===== src/rtl/ps2_key_tracker.sv =====
// Tracks the held/released state of the Bomberman keys from a PS/2 set-2 byte
// stream. Resolves E0/F0/E1 prefixes and emits one-cycle press/release events.
//
// state   | meaning
// --------+-------------------------------------------
// IDLE    | waiting for a make code or a prefix
// EXT     | E0 seen, next code is extended make
// BRK     | F0 seen, next code is a break
// EXT_BRK | E0 and F0 seen (either order), extended break
// SKIP    | inside the 8-byte E1 pause sequence
module ps2_key_tracker #(
    parameter int TIMEOUT_CYCLES = 5_000_000
) (
    input  logic        clk,
    input  logic        reset,
    input  logic [7:0]  scan_byte,
    input  logic        scan_valid,
    output logic [10:0] key_state,
    output logic        key_event,
    output logic [3:0]  key_index,
    output logic        key_make,
    output logic        seq_timeout
);

    localparam int CW = (TIMEOUT_CYCLES > 2) ? $clog2(TIMEOUT_CYCLES) : 1;
    localparam logic [CW-1:0] TO_LAST = CW'(TIMEOUT_CYCLES - 1);

    typedef enum logic [2:0] {
        IDLE    = 3'd0,
        EXT     = 3'd1,
        BRK     = 3'd2,
        EXT_BRK = 3'd3,
        SKIP    = 3'd4
    } state_t;

    state_t          state, next_state;
    logic [2:0]      skip_cnt, next_skip;
    logic [CW-1:0]   to_cnt;
    logic            timeout_hit;

    logic            res_go;
    logic            res_ext;
    logic            res_brk;
    logic            map_valid;
    logic [3:0]      map_idx;
    logic            key_held;
    logic            do_event;
    logic [10:0]     toggle_mask;

    // Returns {valid, index} for a final code byte.
    function automatic logic [4:0] map_code(input logic ext, input logic [7:0] code);
        logic [4:0] r;
        r = 5'd0;
        if (ext) begin
            case (code)
                8'h75:   r = {1'b1, 4'd5};
                8'h6B:   r = {1'b1, 4'd6};
                8'h72:   r = {1'b1, 4'd7};
                8'h74:   r = {1'b1, 4'd8};
                default: r = 5'd0;
            endcase
        end else begin
            case (code)
                8'h1D:   r = {1'b1, 4'd0};
                8'h1C:   r = {1'b1, 4'd1};
                8'h1B:   r = {1'b1, 4'd2};
                8'h23:   r = {1'b1, 4'd3};
                8'h29:   r = {1'b1, 4'd4};
                8'h5A:   r = {1'b1, 4'd9};
                8'h76:   r = {1'b1, 4'd10};
                default: r = 5'd0;
            endcase
        end
        return r;
    endfunction

    // A byte arriving in the same cycle as the timeout takes priority.
    assign timeout_hit = (state != IDLE) && !scan_valid && (to_cnt == TO_LAST);

    always_comb begin
        next_state = state;
        next_skip  = skip_cnt;
        res_go     = 1'b0;
        res_ext    = 1'b0;
        res_brk    = 1'b0;
        if (scan_valid) begin
            case (state)
                IDLE: begin
                    case (scan_byte)
                        8'hE0: next_state = EXT;
                        8'hF0: next_state = BRK;
                        8'hE1: begin
                            next_state = SKIP;
                            next_skip  = 3'd7;
                        end
                        8'hAA, 8'hFA, 8'hFE, 8'hEE, 8'h00, 8'hFF: next_state = IDLE;
                        default: res_go = 1'b1;
                    endcase
                end
                EXT: begin
                    case (scan_byte)
                        8'hF0: next_state = EXT_BRK;
                        8'hE0: next_state = EXT;
                        default: begin
                            res_go     = 1'b1;
                            res_ext    = 1'b1;
                            next_state = IDLE;
                        end
                    endcase
                end
                BRK: begin
                    case (scan_byte)
                        8'hF0: next_state = BRK;
                        8'hE0: next_state = EXT_BRK;
                        default: begin
                            res_go     = 1'b1;
                            res_brk    = 1'b1;
                            next_state = IDLE;
                        end
                    endcase
                end
                EXT_BRK: begin
                    case (scan_byte)
                        8'hE0, 8'hF0: next_state = EXT_BRK;
                        default: begin
                            res_go     = 1'b1;
                            res_ext    = 1'b1;
                            res_brk    = 1'b1;
                            next_state = IDLE;
                        end
                    endcase
                end
                SKIP: begin
                    next_skip = skip_cnt - 3'd1;
                    if (skip_cnt <= 3'd1) begin
                        next_skip  = 3'd0;
                        next_state = IDLE;
                    end
                end
                default: next_state = IDLE;
            endcase
        end else if (timeout_hit) begin
            next_state = IDLE;
        end
    end

    always_comb begin
        {map_valid, map_idx} = map_code(res_ext, scan_byte);
        key_held    = key_state[map_idx];
        // Typematic makes and breaks of idle keys are not state changes.
        do_event    = res_go && map_valid && (res_brk ? key_held : !key_held);
        toggle_mask = do_event ? (11'd1 << map_idx) : 11'd0;
    end

    always_ff @(posedge clk) begin
        if (reset) begin
            state    <= IDLE;
            skip_cnt <= 3'd0;
        end else begin
            state    <= next_state;
            skip_cnt <= next_skip;
        end
    end

    always_ff @(posedge clk) begin
        if (reset || scan_valid || state == IDLE || timeout_hit) begin
            to_cnt <= '0;
        end else begin
            to_cnt <= to_cnt + 1'b1;
        end
    end

    always_ff @(posedge clk) begin
        if (reset) begin
            key_state   <= 11'd0;
            key_event   <= 1'b0;
            key_index   <= 4'd0;
            key_make    <= 1'b0;
            seq_timeout <= 1'b0;
        end else begin
            key_state   <= key_state ^ toggle_mask;
            key_event   <= do_event;
            seq_timeout <= timeout_hit;
            if (do_event) begin
                key_index <= map_idx;
                key_make  <= !res_brk;
            end
        end
    end

endmodule

===== config.mk =====
export PLATFORM = sky130hd
export DESIGN_NAME = ps2_key_tracker
export DESIGN_NICKNAME = d
export VERILOG_FILES = /design/src/rtl/ps2_key_tracker.sv
export SDC_FILE = /design/constraint.sdc
export NUM_CORES = 1
export LEC_CHECK = 0
export BUFFER_PORTS_ARGS = -buffer_cell sky130_fd_sc_hd__buf_4
export CORE_AREA = 4 4 67 115
export DETAILED_ROUTE_END_ITERATION = 8
export DIE_AREA = 0 0 71 119
export GPL_ROUTABILITY_DRIVEN = 0
export SYNTH_ARGS = -nofsm -noshare
export SYNTH_HDL_FRONTEND = slang
export SYNTH_SLANG_ARGS = --single-unit

===== constraint.sdc =====
create_clock -name clk -period 3.39 [get_ports clk]
set_clock_uncertainty 0.05 [all_clocks]
set_input_delay 0.678 -clock clk [delete_from_list [all_inputs] [get_ports clk]]
set_output_delay 0.678 -clock clk [all_outputs]
set_load 0.005 [all_outputs]

### Yosys cells after proc, flatten, opt, wreduce, memory -nomap -nowiden

Index checks and enable logic that the tools add are counted.

* register bits after elaboration: 47
* bits of input ports: 11

* $add $sub $neg: 2
* magnitude comparators: 2
* equality and inequality tests: 27
* shifts and indexed selects: 1
* muxes and demuxes: 26
* bitwise logic cells: 1
* reductions and logical operators: 23

Operators with widths (count)
* $eq A8 B8 Y1 const B: 8
* $eq A8 B7 Y1 const B: 6
* $pmux W5 S7: 1
* $eq A8 B5 Y1 const B: 3
* $add A23 B1 Y23 const B: 1
* $eq A23 B23 Y1 const B: 1
* $pmux W5 S4: 1
* $eq A8 B6 Y1 const B: 2
* $mux W3: 5
* $pmux W3 S5: 1
* $pmux W3 S4: 1
* $mux W11: 1
* $shl A1 B4 Y11 const A: 1
* $xor A11 B11 Y11: 1
* $mux W1: 9
* $reduce_or A9 Y1: 1
* $logic_not A8 Y1: 1
* $pmux W2 S2: 2
* $eq A3 B2 Y1 const B: 2
* $ne A6 B2 Y1 const B: 1
* $pmux W3 S2: 1
* $reduce_and A3 Y1: 2
* $reduce_or A2 Y1: 3
* $reduce_or A6 Y1: 1
* other kinds (18): 26

### Logic depth before layout (Yosys ltp)

* word-level depth: 13
* depth in mapped cells: 13
* mapped depth without buffers: 10

### Worst setup path before layout

OpenSTA, ideal clock, no wires.

* path type: input port to flip-flop
* from: in scan_byte[0]
* to: reg key_index[0]
* library setup time: 128 ps
* arrival: 3366 ps
* required time: 3212 ps
* slack: -154 ps
* stages: 11
* path buffers: 2
* cells stage by stage: or4_4 -> o21ai_4 -> mux2_2 -> a22o_1 -> a2111oi_2 -> a221oi_4 -> mux2i_1 -> buf_6 -> buf_4 -> mux2i_1 -> nor2_1

* word-level cells in the longest chain between the ends: 11
* elaborated cells on any way between the ends: 39
* those cells by class: eq/ne (19); mux (14); reduce/logical (6)

RTL lines
* start, declared: RTL line 16 `input logic [7:0] scan_byte,`
* $eq A8 B8 Y1
* $reduce_or A2 Y1 (no line)
* $mux W1: RTL line 101, 112, 123
* $mux W1
* $mux W1: RTL line 86 `if (scan_valid) begin`
* $mux W5: RTL line 54 `if (ext) begin`
* $bmux W1 S4: RTL line 149 `key_held = key_state[map_idx];`
* $mux W1 (implied by the code): RTL line 149
* $logic_not A1 Y1: RTL line 151 `do_event = res_go && map_valid && (res_brk ? key_held : !key_held);`
* $mux W1: RTL line 151
* $logic_and A1 B1 Y1: RTL line 151
* end signal, assigned: RTL line 185 `key_index <= map_idx;`
* end, declared: RTL line 20 `output logic [3:0] key_index,`

Several ways; a longest one is shown, not always the timed one. The select of a mux whose other input is x is not followed.
A chain may end at the register's enable or synchronous reset.

### Worst setup path in the final report

* from: in scan_byte[1]
* to: reg key_state[3]

* word-level cells in the longest chain between the ends: 13
* elaborated cells on any way between the ends: 42
* those cells by class: eq/ne (19); shift (1); mux (15); bitwise (1); reduce/logical (6)

RTL lines
* $eq A8 B8 Y1
* $reduce_or A2 Y1 (no line)
* $mux W1: RTL line 101, 112, 123
* $mux W1
* $mux W1: RTL line 86
* $mux W5: RTL line 54
* $bmux W1 S4: RTL line 149
* $mux W1 (implied by the code): RTL line 149
* $logic_not A1 Y1: RTL line 151
* $mux W1: RTL line 151
* $logic_and A1 B1 Y1: RTL line 151
* $mux W11 (*): RTL line 152 `toggle_mask = do_event ? (11'd1 << map_idx) : 11'd0;`
* $xor A11 B11 Y11 (*): RTL line 181 `key_state <= key_state ^ toggle_mask;`
* end signal, assigned: RTL line 181
* end, declared: RTL line 18 `output logic [10:0] key_state,`

Every way passes the cells marked *; elsewhere a longest branch is shown, timed or not. The select of a mux whose other input is x is not followed.

==> results.py <==
metrics = {
    "sta": {
        "hold_viol": 0,
        "finalCriticalPeriod_ns": 3.33,
        "setup_viol": 0,
        "slew_headroom": 0.495,
        "drv_slew": 0,
        "fmax_mhz": 300,
        "finalCritPeriodShare": 0.983,
        "tightest_slew_ns": 0.758,
        "fin_tns_setup_ns": 0,
        "hold_ws_ns": 0.408,
    },
    "synth": {
        "syn-cell-area_um2": 2790,
        "synthCells": 344,
        "synth-main-ff-cell": "dfxtp_1",
        "synthTopCellsByCount": "nor2_1 (48), dfxtp_1 (47), nand2_1 (24)",
        "synth_nets": 358,
        "syn_avg_cell_area_um2": 8.11,
        "synth_edf_count": 0,
        "synth_area_leaders": "dfxtp_1 (34%), nor2_1 (6.5%), xor2_1 (4.1%), nand2_1 (3.2%), xnor2_1 (3.1%)",
        "synthArstFlopShare": 0,
        "synth.distinct_cells": 62,
        "yosys_warnings": 0,
        "synth.most_common_cell": "nor2_1",
        "yosysSeqAreaShare": 0.337,
        "yosys.area.top_type": "dfxtp_1",
        "synth-seq-cells": 47,
        "yosys.area.top_type_share": 0.337,
    },
    "power_and_ir_drop": {
        "power_frac_clock": 0.448,
        "power.internal_mw": 0.976,
        "cellLeakagePower_nw": 1.41,
        "p_sw_frac": 0.232,
        "share_comb_of_total_power": 0.110,
        "p_total_mw": 1.27,
        "worst_ir_drop_vdd_uv": 287,
        "switchingPower_mw": 0.295,
        "p_per_area_nw_per_um2": 338,
        "p_seq_frac": 0.442,
    },
    "layout": {
        "diodes": 0,
        "final_nets": 435,
        "multiInputGateArea_um2": 1850,
        "final_layout_size_suffix_gt1_frac": 0.284,
        "final_util": 0.552,
        "area_delta_synth_final_pct": 34.8,
        "regArea_um2": 941,
        "nFillCells": 677,
    },
    "place": {
        "dp_hpwl_um": 5690,
        "io_buffers": 28,
    },
    "worst_setup_path": {
        "cpPeakStageDelay_ns": 0.55,
        "cp_slowest_cell": "or4_4",
        "start_kind": "input port",
        "crit_path_frequent_cell": "buf_4",
        "arrival_ns": 3.51,
        "crit_family": "simple AND/OR/NAND/NOR gates",
        "critical_path_buf_inv_count": 3,
        "crit_type": "in2reg",
        "crit_chain": "buf_4 -> or4_4 -> o21ai_4 -> mux2_4 -> buf_6 -> a2111oi_4 -> a221oi_4 -> mux2i_2 -> buf_4 -> or4_1 -> a21oi_1",
        "cp-end-kind": "flip-flop",
        "cp_max_fo": 6,
        "worstPathRequired_ns": 3.56,
    },
    "routing": {
        "ant_nets": 0,
        "wirelength_um": 7480,
        "drt_iter0_markers": 131,
        "avgRoutedWirePerCell_um": 14.8,
        "vias": 2727,
        "viasPerCell": 5.39,
        "drc": 0,
        "drtPass1Iterations": 4,
    },
    "global_routing": {
        "grt_max_degree": 28,
        "grtUsageMet3": 0.0296,
        "globalRoute.busiestLayer": "met2",
        "grt_use_met2": 0.337,
        "gr-usage-met1": 0.192,
        "overflow": 0,
        "grt_pass1_vias": 2655,
        "grt_first_pass_wirelength_um": 12400,
        "grt_usage": 0.180,
        "antenna_found_initial": 0,
    },
    "outcome": {
        "status": "completed",
    },
    "clock_tree": {
        "clk_path_buf_depth": 2,
        "cts-root-buf": "clkbuf_16",
        "cts_hold_buf": 0,
        "cts.sinks": 47,
        "cts_tree": "yes",
        "path_clk_slew_ns": 0.07,
        "cts_made_buffers": 5,
        "h-tree-depth": 2,
        "insertion_delay_ns": 0.29,
    },
    "floorplanning": {
        "rows": 40,
        "start_util": 0.410,
        "dieArea_um2": 8450,
        "io_pins": 29,
        "die_w_um": 71,
        "core_um2": 6810,
        "die_h_um": 119,
    },
    "hold_path": {
        "hold_class": "reg2reg",
    },
    "flow_run": {
        "maxCapViolCount": 0,
    },
}
[area by class of cell]
type | count | area share
Multi-Input combinational cell | 274 | 0.493
Clock buffer | 5 | 0.0333
Clock inverter | 3 | 0.0126
Sequential cell | 47 | 0.250
Timing Repair Buffer | 87 | 0.177
Inverter | 6 | 0.00599
Tap cell | 84 | 0.0280
[cell usage in the layout (no fill, tap or decap), types with 6 or more instances in the layout]
cell type  instances
buf_4             82
nor2_1            48
dfxtp_1           47
nand2_1           24
a21oi_1           16
nand3_1           15
o21ai_0           14
xor2_1            13
nor3_1            12
or3_1             11
xnor2_1           10
nor4_1             8
nand2b_1           8
mux2i_1            7
inv_1              6
and3_1             6
nand4_1            6
[path summary, 6_finish.rpt]
path / startpoint / to / slack, ns / cells past startpoint
worst min register to register: to_cnt[0]$_SDFF_PP0_ / to_cnt[0]$_SDFF_PP0_ / 0.41 / 1
worst max register to register: state[0]$_SDFFE_PP0P_ / key_state[3]$_SDFF_PP0_ / 0.50 / 10
worst min-delay path: to_cnt[0]$_SDFF_PP0_ / to_cnt[0]$_SDFF_PP0_ / 0.41 / 1
worst max-delay path: scan_byte[1] / key_state[3]$_SDFF_PP0_ / 0.06 / 11
[worst reg2reg max path: stages, from the launching register on]
cell and delay [ns]:
dfxtp_1 0.38, and3b_1 0.27, o21a_2 0.24, mux2i_1 0.40, a22o_1 0.24, a2111oi_4 0.05, a221oi_4 0.34, mux2i_2 0.13
buf_4 0.17, or4_1 0.41, a21oi_1 0.14
[flip-flops by register name, indices dropped and copies added (netlist names)]
name         count
to_cnt          23
key_state       11
key_index        4
skip_cnt         3
state            3
key_event        1
key_make         1
seq_timeout      1
[metrics by stage]
step                      setup WS (ns)  std cells  instance area (um^2)
after global routing            -0.0421        506                  3760
final                            0.0574        506                  3760
after global placement           -0.180        493                  3470
after CTS                        0.0565        501                  3640
after detailed placement         -0.237        493                  3470
after floorplan                 -0.0182        344                  2840
[repair_timing]
| action | 4_1_cts | 5_1_grt |
|---|---|---|
| gates resized for setup | 0 | 20 |
| setup buffers | 0 | 6 |
| endpoints found under the setup margin | 0 | 10 |
[logic make-up after synthesis]
family	after synthesis	synth area share
buffers and inverters	23	0.0381
adder cells (fa/ha/maj)	3	0.0135
multiplexers	10	0.0368
flip-flops	47	0.337
AND/OR/NAND/NOR	172	0.328
XOR/XNOR	23	0.0722
AO/OA/AOI/OAI	66	0.174
[metal layers]
metal  vias up  part of all wire
met4         0             0.028
met5         -                 0
met3        17             0.028
met2        43              0.56
li1       1390                 -
met1      1277              0.39
[power by group through the flow]
| stage | sequential, mW | combinational [mW] | clock, mW |
|---|---|---|---|
| after floorplan | 0.573 | 0.0747 | 0 |
| after global placement | 0.574 | 0.130 | 0 |
| after detailed placement | 0.574 | 0.131 | 0 |
| after CTS | 0.561 | 0.131 | 0.585 |
| after global routing | 0.562 | 0.152 | 0.613 |
| final | 0.561 | 0.140 | 0.570 |
Note: power is estimated with default switching activity, not from simulation.
